===== src/rtl/mtm_alu_serializer.sv =====
// Serializes an ALU result (4 data frames + control frame) or an error byte (control frame only), 11-bit frames, 1 bit/clk.
// Start bit appears the cycle after valid is accepted; valid is dropped while busy (no queueing, core must hold off).
module mtm_alu_serializer (
  input  logic        clk,
  input  logic        rst_n,
  input  logic [31:0] C,
  input  logic [7:0]  CTL_out,
  input  logic        valid,
  output logic        sout,
  output logic        busy
);

  typedef enum logic [2:0] {IDLE, START, TYPE, DATA, STOP} state_t;

  localparam logic [2:0] CTL_IDX = 3'd4;

  state_t      state, state_nxt;
  logic [2:0]  bit_cnt, bit_cnt_nxt;
  logic [2:0]  byte_cnt, byte_cnt_nxt;
  logic [31:0] c_reg, c_nxt;
  logic [7:0]  ctl_reg, ctl_nxt;
  logic        sout_nxt, busy_nxt;
  logic [7:0]  payload;

  always_comb begin
    case (byte_cnt)
      3'd0:    payload = c_reg[31:24];
      3'd1:    payload = c_reg[23:16];
      3'd2:    payload = c_reg[15:8];
      3'd3:    payload = c_reg[7:0];
      default: payload = ctl_reg;
    endcase
  end

  // Outputs are computed for the bit that the next state puts on the line,
  // so sout/busy come straight from flops.
  always_comb begin
    state_nxt    = state;
    bit_cnt_nxt  = bit_cnt;
    byte_cnt_nxt = byte_cnt;
    c_nxt        = c_reg;
    ctl_nxt      = ctl_reg;
    sout_nxt     = 1'b1;
    busy_nxt     = 1'b1;
    case (state)
      IDLE: begin
        busy_nxt = 1'b0;
        if (valid) begin
          c_nxt        = C;
          ctl_nxt      = CTL_out;
          byte_cnt_nxt = CTL_out[7] ? CTL_IDX : 3'd0;
          state_nxt    = START;
          sout_nxt     = 1'b0;
          busy_nxt     = 1'b1;
        end
      end
      START: begin
        state_nxt = TYPE;
        sout_nxt  = (byte_cnt == CTL_IDX);
      end
      TYPE: begin
        state_nxt   = DATA;
        bit_cnt_nxt = 3'd7;
        sout_nxt    = payload[7];
      end
      DATA: begin
        if (bit_cnt == 3'd0) begin
          state_nxt = STOP;
          sout_nxt  = 1'b1;
        end else begin
          bit_cnt_nxt = bit_cnt - 3'd1;
          sout_nxt    = payload[bit_cnt - 3'd1];
        end
      end
      STOP: begin
        if (byte_cnt == CTL_IDX) begin
          state_nxt    = IDLE;
          byte_cnt_nxt = 3'd0;
          busy_nxt     = 1'b0;
        end else begin
          state_nxt    = START;
          byte_cnt_nxt = byte_cnt + 3'd1;
          sout_nxt     = 1'b0;
        end
      end
      default: begin
        state_nxt = IDLE;
        busy_nxt  = 1'b0;
      end
    endcase
  end

  always_ff @(posedge clk or negedge rst_n) begin
    if (!rst_n) begin
      state    <= IDLE;
      bit_cnt  <= 3'd0;
      byte_cnt <= 3'd0;
      c_reg    <= 32'd0;
      ctl_reg  <= 8'd0;
      sout     <= 1'b1;
      busy     <= 1'b0;
    end else begin
      state    <= state_nxt;
      bit_cnt  <= bit_cnt_nxt;
      byte_cnt <= byte_cnt_nxt;
      c_reg    <= c_nxt;
      ctl_reg  <= ctl_nxt;
      sout     <= sout_nxt;
      busy     <= busy_nxt;
    end
  end

endmodule


===== config.mk =====
export PLATFORM = sky130hd
export DESIGN_NAME = mtm_alu_serializer
export DESIGN_NICKNAME = d
export VERILOG_FILES = /design/src/rtl/mtm_alu_serializer.sv
export SDC_FILE = /design/constraint.sdc
export NUM_CORES = 1
export LEC_CHECK = 0
export CORE_UTILIZATION = 50
export CTS_CLUSTER_SIZE = 10
export DETAILED_ROUTE_END_ITERATION = 8
export PLACE_DENSITY = 0.88
export SLEW_MARGIN = 20
export SYNTH_ARGS = -nofsm -noshare
export SYNTH_HDL_FRONTEND = slang
export SYNTH_SLANG_ARGS = --single-unit

===== constraint.sdc =====
create_clock -name clk -period 2.3 [get_ports clk]
set_input_delay 0.46 -clock clk [delete_from_list [all_inputs] [get_ports clk]]
set_output_delay 0.46 -clock clk [all_outputs]
set_load 0.03 [all_outputs]

Word-level counts from Yosys, hierarchy flattened. Cells that the tools add are included.

Add/sub/neg operators: 2. Reductions and logical operators: 10. Muxes and demuxes: 20. Magnitude comparators: 1. Equality and inequality tests: 11.

Operators with widths (number): $pmux 8 s4 (1); $mux 3 (6); $pmux 3 s5 (1); $eq 3x2->1 const B (4); $pmux 3 s2 (2); $logic_not 3->1 (3); $reduce_and 2->1 (4); $mux 1 (7); $eq 3x1->1 const B (2); $eq 3x3->1 const B (2); $ne 2x2->1 const B (3); $pmux 1 s5 (1); $lt 3x4->1 const B (1); $reduce_bool 2->1 (2); $add 3x1->3 const B (1); $bmux 1 s3 (1); $pmux 1 s3 (1); $reduce_or 3->1 (1); $sub 3x1->3 const B (1).

Register bits after elaboration: 51. Logic and storage cells: 51. Input port bits: 43. Output and inout port bits: 2.

Depth between registers and ports, before layout.
Depth after elaboration: 6. Depth in mapped cells: 8. Mapped depth without buffers: 7.

Least setup slack after synthesis. OpenSTA, ideal clock, no wires.

Kind: register -> register. From: register byte_cnt[0]. To: register sout. Arrival: 1.785 ns. Clock period less this slack: 1.873 ns. Setup slack: 0.427 ns. Cell stages (with the launch flop): 9. Required time: 2.212 ns. Cells stage by stage: dfrtp_1 -> ha_1 -> ha_1 -> buf_2 -> a222oi_1 -> a211oi_1 -> nor3_2 -> o32ai_1 -> or3_1.

Cells in the longest elaborated chain, start to end: 6. Elaborated cells on any way between the ends: 11. Classes of those cells: eq/ne: 4; mux: 6; reduce/logical: 1.

RTL lines: start: declaration (RTL line 19) `logic [2:0] byte_cnt, byte_cnt_nxt;`; start signal: assignment (RTL line 105) `byte_cnt <= byte_cnt_nxt;`; $eq 3x2->1 (tied with other cells) (RTL line 26) `case (byte_cnt)`; $pmux 8 s4 (RTL line 26); $bmux 1 s3 (RTL line 72) `sout_nxt = payload[bit_cnt - 3'd1];`; $mux 1 (implied by the code) (RTL line 72); $mux 1 (RTL line 67) `if (bit_cnt == 3'd0) begin`; $pmux 1 s5 (*) (RTL line 45) `case (state)`; named net sout_nxt (RTL line 22) `logic sout_nxt, busy_nxt;`; end signal: assignment (RTL line 108) `sout <= sout_nxt;`; end: declaration (RTL line 9) `output logic sout,`.

Mark *: on every way through the listed nets, which the timed path passes. The rest lies on a longest branch. The select of a mux whose other input is x is not followed. A chain may end at the register's enable or synchronous reset.

Final worst setup path. Same ends and word-level chain as after synthesis.

==> flow_metrics.env <==
export IMPL_cts_root_buf="clkbuf_8"
export IMPL_post_cts_setup_buffer_count=0
export IMPL_synth_enable_flop_cells=0
export IMPL_clkPwrFrac_pct=36.5
export IMPL_synth_seq_cells=51
export IMPL_dieHeight_um=72.2
export IMPL_syn_to_final_growth_pct=23.7
export IMPL_p_seq_share_pct=55.4
export IMPL_final_cell_mix="dfrtp_1 (50), clkdlybuf4s50_1 (43), mux2_2 (35)"
export IMPL_io_buffers=44
export IMPL_clock_path_buffers=2
export IMPL_synth_distinct_cells=38
export IMPL_hold_class="input pin to asynchronous set/reset pin"
export IMPL_hold_viol_final=0
export IMPL_ioPinCount=45
export IMPL_drt_pass1_iter_count=5
export IMPL_outcome="completed"
export IMPL_drv_cap=0
export IMPL_track_usage_pct=22.6
export IMPL_final_nets=293
export IMPL_ant_nets=0
export IMPL_synthCells=202
export IMPL_cts_resized=0
export IMPL_worstPathArrival_ps=2280
export IMPL_drc=0
export IMPL_yosys_warnings=0
export IMPL_grt_overflow_total=0
export IMPL_vdd_drop_max_v=0.000394
export IMPL_cp_max_fo=10
export IMPL_powerDensity_nw_per_um2=567
export IMPL_cts_buffers=5
export IMPL_dpl_hpwl_um=3740
export IMPL_grt_max_degree=52
export IMPL_post_drt_wl_per_cell_um=16.6
export IMPL_drtIter0Drc=166
export IMPL_vias=1778
export IMPL_routed_wl_um=5150
export IMPL_layout_commonest_cell="dfrtp_1"
export IMPL_synthArstFlopShare_pct=100
export IMPL_postSynthNetCount=252
export IMPL_cts_tree="done"
export IMPL_final_max_slew_viol_count=0
export IMPL_die_width_um=72.2
export IMPL_synth_area_leaders="dfrtp_1 (51%), mux2_2 (16%), a22oi_1 (3.7%)"
export IMPL_h_tree_depth=2
export IMPL_layout_drive_gt1_share_pct=21.3
export IMPL_via_per_inst=5.72
export IMPL_core_um2=4720
export IMPL_grt_first_pass_wirelength_um=8970
export IMPL_worst_setup_path_start_kind="flip-flop"
export IMPL_largest_reg_flops=32
export IMPL_antenna_found_initial=0
export IMPL_post_route_min_period_ps=2050
export IMPL_cts_hold_buf=0
export IMPL_clock_skew_ps=13.4
export IMPL_cts_sinks=51
export IMPL_clkLatencyLatePin_ps=310
export IMPL_rows=25
export IMPL_endpoint_kind="flip-flop"
export IMPL_grt_pass1_vias=1843
export IMPL_die_area_um2=5210
export IMPL_synth_top_area_share_pct=50.8
export IMPL_p_sw_w=0.000372
export IMPL_rsz0062_at_grt="false"
export IMPL_switching_share_pct=21.5
export IMPL_tns_ps=0
export IMPL_finalCritPeriodShare_pct=89.2
export IMPL_intPower_w=0.00136
export IMPL_start_util_pct=52.1
export IMPL_critical_path_class="flip-flop to flip-flop"
export IMPL_finalSetupViolCount=0
export IMPL_setup_ws_ps=249
export IMPL_netlist_area_um2=2460
export IMPL_power_leakage_nw=1.31
export IMPL_preCtsSetupSlack_ps=224
export IMPL_required_ps=2520
export IMPL_slew_headroom_pct=59.2
export IMPL_path_clk_slew_ps=100
export IMPL_fmax_ghz=0.487
export IMPL_synth_top_area_cell="dfrtp_1"
export IMPL_seq_area_frac_synth_pct=51.9
export IMPL_tightest_slew_ps=612
export IMPL_pwr_share_comb_pct=8.1
export IMPL_gp_congestion=0.858
export IMPL_synthFlopType="dfrtp_1"
export IMPL_antennaDiodeCount=0
export IMPL_postSynthAreaPerCell_um2=12.2
cell usage after synthesis, drive strengths merged, types with 2 or more instances:
| cell type | count |
|---|---|
| a211oi | 4 |
| a21oi | 7 |
| a222oi | 2 |
| a22o | 2 |
| a22oi | 12 |
| a311oi | 3 |
| and3 | 2 |
| buf | 11 |
| clkbuf | 2 |
| dfrtp | 50 |
| ha | 7 |
| inv | 8 |
| mux2 | 38 |
| nand2 | 7 |
| nand2b | 2 |
| nand3 | 5 |
| nand4b | 2 |
| nor2 | 8 |
| nor2b | 6 |
| nor3 | 4 |
| o21ai | 8 |
| or3 | 2 |
path summary, 6_finish.rpt:
kind	from	end	slack (ps)	cells past startpoint
worst max register to register	byte_cnt[0]$_DFFE_PN0P_	sout$_DFF_PN1_	250	7
worst min register to register	c_reg[30]$_DFFE_PN0P_	c_reg[30]$_DFFE_PN0P_	510	1
worst min-delay path	rst_n	c_reg[23]$_DFFE_PN0P_	240	2
worst max-delay path	byte_cnt[0]$_DFFE_PN0P_	sout$_DFF_PN1_	250	7
min in group clk	c_reg[30]$_DFFE_PN0P_	c_reg[30]$_DFFE_PN0P_	510	1
max in group asynchronous	rst_n	byte_cnt[0]$_DFFE_PN0P_	1640	2
cell type report:
class	instances	area [um2]
well taps	67	83.8
inverters	8	30.0
clock inverters	3	46.3
repair buffers	47	470
multi-input cells	130	1070
fillers	352	1680
flip-flops and latches	51	1280
clock buffers	5	68.8
cells by family (layout without fill, tap and decap cells):
group	Yosys count	after routing	share of synthesized area [%]
flip-flops	51	51	51.9
AND/OR/NAND/NOR	41	41	9.71
XOR/XNOR	1	1	0.356
buffers and inverters	21	63	4.67
multiplexers	38	38	17.4
adder cells (fa/ha/maj)	7	7	3.56
AO/OA/AOI/OAI	43	43	12.4
worst max-delay path, cell delays in order, from the launching register on:
cell	delay [ps]
dfrtp_1	420
inv_1	90
ha_1	350
a222oi_1	390
a211oi_1	140
a211oi_2	180
o32ai_1	110
or3_1	300
power by group through the flow:
stage	combinational [W]	sequential, W	clock [W]
floorplan	0.0000407	0.000966	0
global placement	0.000137	0.000973	0
detailed placement	0.000141	0.000974	0
CTS	0.000142	0.000957	0.000638
global route	0.000153	0.000961	0.000680
finish	0.000139	0.000957	0.000631
metal layers:
metal,global-route usage (%),share of wire [%],vias up
met5,0,0,-
met4,7.63,1.5,0
met3,5.00,4.8,8
met2,37.4,49,58
met1,29.5,44,886
li1,-,-,826
stage by stage:
stage | hold slack [ps] | util [%] | instance area [um2] | cells | total power (W)
6_report | 237 | 64.5 | 3050 | 311 | 0.00173
3_3_place_gp | 491 | 62.1 | 2930 | 303 | 0.00111
2_1_floorplan | 164 | - | 2460 | 202 | 0.00101
5_1_grt | 279 | 64.5 | 3050 | 311 | 0.00179
3_5_place_dp | 484 | 62.1 | 2930 | 303 | 0.00112
4_1_cts | 269 | 64.5 | 3050 | 311 | 0.00174
No activity file was read; power rests on OpenSTA's default activity.
